`config.mk`:
```
export PLATFORM = sky130hd
export DESIGN_NAME = mem_arbiter
export DESIGN_NICKNAME = d
export VERILOG_FILES = /design/src/rtl/mem_arbiter.sv
export SDC_FILE = /design/constraint.sdc
export NUM_CORES = 1
export LEC_CHECK = 0
export ABC_AREA = 1
export CAP_MARGIN = 20
export CORE_MARGIN = 10
export CORE_UTILIZATION = 43
export DETAILED_ROUTE_END_ITERATION = 10
export PLACE_DENSITY = 0.93
export SYNTH_ARGS = -nofsm -noshare
export SYNTH_HDL_FRONTEND = slang
export SYNTH_SLANG_ARGS = --single-unit
```
`constraint.sdc`:
```
create_clock -name clk -period 1.9 [get_ports clk]
set_input_delay 0.19 -clock clk [delete_from_list [all_inputs] [get_ports clk]]
set_output_delay 0.19 -clock clk [all_outputs]
set_load 0.01 [all_outputs]
```
`src/rtl/mem_arbiter.sv`:
```
// Two-requester round-robin arbiter onto a single 16-bit memory bus.
// One transaction in flight at a time; a watchdog aborts a stalled memory access.
module mem_arbiter #(
  parameter int unsigned TIMEOUT = 255
) (
  input  logic        clk,
  input  logic        rst_n,
  input  logic        r0_req,
  input  logic        r0_we,
  input  logic [15:0] r0_addr,
  input  logic [15:0] r0_wdata,
  output logic [15:0] r0_rdata,
  output logic        r0_ack,
  input  logic        r1_req,
  input  logic        r1_we,
  input  logic [15:0] r1_addr,
  input  logic [15:0] r1_wdata,
  output logic [15:0] r1_rdata,
  output logic        r1_ack,
  output logic        m_req,
  output logic        m_we,
  output logic [15:0] m_addr,
  output logic [15:0] m_wdata,
  input  logic        m_ack,
  input  logic [15:0] m_rdata,
  output logic        busy,
  output logic        owner,
  output logic        err
);

  typedef enum logic [1:0] {IDLE, BUSY, DONE} state_t;

  localparam logic [7:0] CNT_LAST = 8'(TIMEOUT - 1);

  state_t      state, state_n;
  logic [7:0]  cnt, cnt_n;
  logic        m_req_n, m_we_n, owner_n, err_n, busy_n;
  logic [15:0] m_addr_n, m_wdata_n;
  logic [15:0] r0_rdata_n, r1_rdata_n;
  logic        r0_ack_n, r1_ack_n;
  logic        win, finish;
  logic [15:0] load_val;

  always_comb begin
    state_n    = state;
    cnt_n      = cnt;
    m_req_n    = m_req;
    m_we_n     = m_we;
    m_addr_n   = m_addr;
    m_wdata_n  = m_wdata;
    owner_n    = owner;
    err_n      = err;
    r0_rdata_n = r0_rdata;
    r1_rdata_n = r1_rdata;
    r0_ack_n   = 1'b0;
    r1_ack_n   = 1'b0;
    win        = 1'b0;
    finish     = 1'b0;
    load_val   = '0;

    unique case (state)
      IDLE: begin
        if (r0_req || r1_req) begin
          // On a tie the port that did not hold the bus last goes next
          win       = (r0_req && r1_req) ? ~owner : r1_req;
          m_we_n    = win ? r1_we    : r0_we;
          m_addr_n  = win ? r1_addr  : r0_addr;
          m_wdata_n = win ? r1_wdata : r0_wdata;
          m_req_n   = 1'b1;
          owner_n   = win;
          cnt_n     = '0;
          state_n   = BUSY;
        end
      end
      BUSY: begin
        if (m_ack) begin
          finish   = 1'b1;
          load_val = m_rdata;
        end else if (cnt == CNT_LAST) begin
          finish   = 1'b1;
          load_val = '0;
          err_n    = 1'b1;
        end else begin
          cnt_n = cnt + 8'd1;
        end
        if (finish) begin
          if (!m_we) begin
            if (owner) r1_rdata_n = load_val;
            else       r0_rdata_n = load_val;
          end
          r0_ack_n = ~owner;
          r1_ack_n = owner;
          m_req_n  = 1'b0;
          state_n  = DONE;
        end
      end
      DONE:    state_n = IDLE;
      default: state_n = IDLE;
    endcase

    busy_n = (state_n != IDLE);
  end

  always_ff @(posedge clk or negedge rst_n) begin
    if (!rst_n) begin
      state    <= IDLE;
      cnt      <= '0;
      m_req    <= 1'b0;
      m_we     <= 1'b0;
      m_addr   <= '0;
      m_wdata  <= '0;
      owner    <= 1'b1;
      err      <= 1'b0;
      busy     <= 1'b0;
      r0_rdata <= '0;
      r1_rdata <= '0;
      r0_ack   <= 1'b0;
      r1_ack   <= 1'b0;
    end else begin
      state    <= state_n;
      cnt      <= cnt_n;
      m_req    <= m_req_n;
      m_we     <= m_we_n;
      m_addr   <= m_addr_n;
      m_wdata  <= m_wdata_n;
      owner    <= owner_n;
      err      <= err_n;
      busy     <= busy_n;
      r0_rdata <= r0_rdata_n;
      r1_rdata <= r1_rdata_n;
      r0_ack   <= r0_ack_n;
      r1_ack   <= r1_ack_n;
    end
  end

endmodule

```
[Word level (Yosys, flattened, before mapping)]
Index checks and enable logic that the tools add are counted.
Operators by class
  add/sub/neg operators: 1
  eq/ne operators: 6
  muxes and demuxes: 22
  bitwise gates (word level): 3
  reductions and logical operators: 11
Operators by type and width (number)
  16-bit two-way mux: 3
  8-bit two-way mux: 3
  8-bit one-hot mux with 2 select lines: 1
  4-bit AND reduction: 3
  1-bit two-way mux: 11
  8-bit by 1-bit adder with 8-bit output, second input constant: 1
  8-bit equality test, second input constant: 1
  2-bit != test, second input constant: 4
  3-bit AND reduction: 2
  2-bit two-way mux: 2
  2-bit one-hot mux with 2 select lines: 1
  2-bit nonzero test: 2
  1-bit NOT: 3
  2-bit by 1-bit equality test with 1-bit output, second input constant: 1
  2-bit logical NOT: 1
  1-bit one-hot mux with 2 select lines: 1
  2-bit AND reduction: 1
  1-bit logical AND: 1
  1-bit logical OR: 1
Storage, ports and cells
  register bits: 81
  input port bits: 87
  output and inout bits: 71
  logic and storage cells: 56

[Logic depth before layout (Yosys ltp)]
  word-level depth: 7
  gate-level depth with buffers: 10
  mapped depth without buffers: 9

[Least setup slack after synthesis]
Ideal clock, no wire load.
  path kind: flip-flop to flip-flop
  start point: register cnt[0]
  end point: register r1_rdata[10]
  library setup time: 119 ps
  arrival: 1276 ps
  data required time: 1781 ps
  path slack: 505 ps
  stages on the path, launching flop included: 11
  path buffers: 1
  period minus slack after synthesis: 1395 ps
  cell sequence: dfrtp_1 inv_1 ha_1 inv_1 nor2_1 nand2_2 nand2_4 nand3_4 buf_6 nand2_2 o21ai_2
Between the ends
  longest elaborated chain between the ends: 5
Ends and longest elaborated chain
  start, declared: RTL line 36  | logic [7:0] cnt, cnt_n;
  start signal, assigned: RTL line 121  | cnt <= cnt_n;
  8-bit equality test: RTL line 79  | end else if (cnt == CNT_LAST) begin
  1-bit two-way mux: RTL line 79
  1-bit two-way mux: RTL line 76  | if (m_ack) begin
  1-bit two-way mux: RTL line 61  | unique case (state)
  4-bit AND reduction (no line)
  end signal, assigned: RTL line 130  | r1_rdata <= r1_rdata_n;
  end, declared: RTL line 18  | output logic [15:0] r1_rdata,
Every way passes these cells. The select of a mux whose other input is x is not followed.
A chain may end at the register's enable or synchronous reset.

[Final worst setup path]
  start point: register owner
  end point: output owner
RTL lines
  start, declared: RTL line 27  | output logic owner,
  start signal, assigned: RTL line 126  | owner <= owner_n;
No word-level cell between the ends.

==> impl_metrics.tcl <==
set metrics [dict create \
    finalMaxSlewViolations 0 \
    finClkSkew_ns 0.0169 \
    dpl_worst_slack_ns 0.228 \
    clockBufferDepth 2 \
    path_cells "clkdlybuf4s50_1" \
    overflow 0 \
    post_cts_buffers 0 \
    r2r_slack_ns 0.28 \
    synthDominantCellAreaShare 0.532 \
    yosysMostFrequentCell "nand2_1" \
    gp_congestion 0.866 \
    clkLatencyLatePin_ns 0.35 \
    cp_max_fo 6 \
    grt_pass1_wl_um 17900 \
    grt_pass1_vias 3570 \
    initial_core_util 0.436 \
    cts-root-buf "clkbuf_8" \
    relSlewSlack 0.621 \
    fmax_mhz 575 \
    yosys.area.top_type "dfrtp_1" \
    powerDensity_nw_per_um2 1390 \
    postRouteAntennaNets 0 \
    numCtsBuffers 9 \
    port_buffers 157 \
    grt_setup_unrepaired "no" \
    tightest_slew_ns 0.568 \
    start_kind "flip-flop" \
    cp_num_buf_inv 1 \
    final.setup.tns_ns 0 \
    cp_slowest_cell "dfstp_2" \
    synth_edf_count 0 \
    dr.pass1.iters 4 \
    min_period_ns 1.74 \
    leakagePower_nw 2.42 \
    syn_inst 409 \
    total_power_mw 7.81 \
    synthTopCellsByCount "nand2_1 (84), dfrtp_1 (80), o21ai_1 (61)" \
    antennaDiodeCount 0 \
    ios 158 \
    syn_area_um2 3760 \
    holdCritPathClass "input port to asynchronous set/reset pin" \
    rows 34 \
    die_area_um2 12900 \
    fin_util 0.652 \
    crit_arrival_ns 1.55 \
    ys_types 24 \
    cp_slowest_stage_delay_ns 0.63 \
    ys_warn_count 0 \
    vias 3376 \
    fin_crit_sh 0.916 \
    syn_avg_cell_area_um2 9.20 \
    ir_drop_mv 0.942 \
    required_ns 1.71 \
    final_nets 655 \
    core_um2 8640 \
    drtIter0Drc 241 \
    report.final.hold_viol_count 0 \
    grt_max_degree 46 \
    crit_family "flip-flops" \
    status "finished, final reports clean" \
    end_kind "output port" \
    gr-usage-all-layers 0.167 \
    dieWidth_um 114 \
    clk_pin_slew_ns 0.09 \
    drive_above_1_share 0.182 \
    antenna_found_initial 0 \
    die_height_um 114 \
    final.setup.worst_slack_ns 0.160 \
    clock_sinks 81 \
    wl_um 10700 \
    synth.top_cells.by_area "dfrtp_1 (53%), nand2_1 (8.4%), o21ai_1 (8.1%), o21ai_2 (7.7%), nand2_2 (5.3%)" \
    path_class "flip-flop to output port" \
    drv_cap 0 \
    synth-seq-cells 81 \
    vias_per_cell 4.97 \
    drc_errors 0 \
    ys_seq_area_frac 0.539 \
    cts_max_level 3 \
    avgRoutedWirePerCell_um 15.8 \
    syn2layout_area_growth_pct 49.7 \
    hold_slack_ns 0.409 \
    synthesis.nets 498 \
    async_flop_share 1.00 \
    setup_viol 0 \
    synth_flop_cell "dfrtp_1" \
    dp_hpwl_um 8430 \
    cts_tree "yes" \
]
-- metal layers --
metal / GRT usage / up-vias / share of wire
li1: - / 1645 / -
met1: 0.208 / 1569 / 0.43
met2: 0.252 / 149 / 0.44
met3: 0.0719 / 13 / 0.11
met4: 0.0584 / 0 / 0.014
met5: 0 / - / 0
-- timing repair --
action / in CTS / in global routing
endpoints found under the hold margin: 42 / 0
gates resized for setup: 0 / 0
setup endpoints to repair: 0 / 0
hold buffers: 1 / 0
-- final timing paths --
check | start | to | cells past startpoint
setup / recovery | owner | owner | 1
hold / removal | rst_n | m_wdata[7] | 2
setup reg to reg | state[1] | m_wdata[12] | 5
hold reg to reg | m_addr[4] | m_addr[4] | 2
max in group asynchronous | rst_n | r0_rdata[12] | 3
min in group clk | r1_addr[12] | m_addr[12] | 3
-- stage by stage --
step / instances / area [um^2]
finish: 679 / 5630
floorplan: 409 / 3760
global placement: 662 / 5420
global route: 679 / 5630
CTS: 679 / 5630
detailed placement: 662 / 5420
-- cells by family (layout without fill, tap and decap cells) --
group | after synthesis | count (layout) | share of synthesized area
compound gates | 107 | 107 | 0.177
fa+ha+maj | 2 | 2 | 0.00665
buf+inv | 37 | 199 | 0.0529
flops | 81 | 81 | 0.539
simple gates | 182 | 182 | 0.224
-- final cells by class --
cell class	instances	area (um^2)
Sequential cell	81	2030
Inverter	16	60.1
Multi-Input combinational cell	291	1530
Tap cell	108	135
Clock inverter	7	76.3
Timing Repair Buffer	167	1670
Fill cell	657	3010
Clock buffer	9	124
-- report_power, final --
part / switching (mW) / internal, mW
logic: 1.78 / 1.88
registers: 0.467 / 2.42
clock network: 0.641 / 0.616
-- cells in the final DEF, fill, tap and decap left out --
master / n
clkdlybuf4s50_1: 156
nand2_1: 84
dfrtp_1: 80
o21ai_1: 61
nor2_1: 49
o21ai_2: 33
nand2_2: 32
inv_1: 11
o21ai_0: 10
nand3_1: 9
clkbuf_8: 9
buf_4: 8
inv_2: 5
nand3_4: 2
o21bai_1: 2
ha_1: 2
inv_6: 2
clkinvlp_4: 2
buf_12: 2
nor2_4: 1
nand2_4: 1
nor2_8: 1
nand3_2: 1
nor2_2: 1
nor3_1: 1
o22ai_1: 1
bufinv_16: 1
clkinv_4: 1
clkinv_2: 1
dlygate4sd3_1: 1
dfstp_2: 1
-- state kept, by name, summed over array words and instances, names as in the netlist --
| signal | flops |
|---|---|
| m_wdata | 16 |
| state | 2 |
| r0_ack | 1 |
| r1_ack | 1 |
| owner | 1 |
| m_req | 1 |
| cnt | 8 |
| err | 1 |
| m_we | 1 |
| r1_rdata | 16 |
| r0_rdata | 16 |
| busy | 1 |
| m_addr | 16 |
No activity file was read; power rests on OpenSTA's default activity.
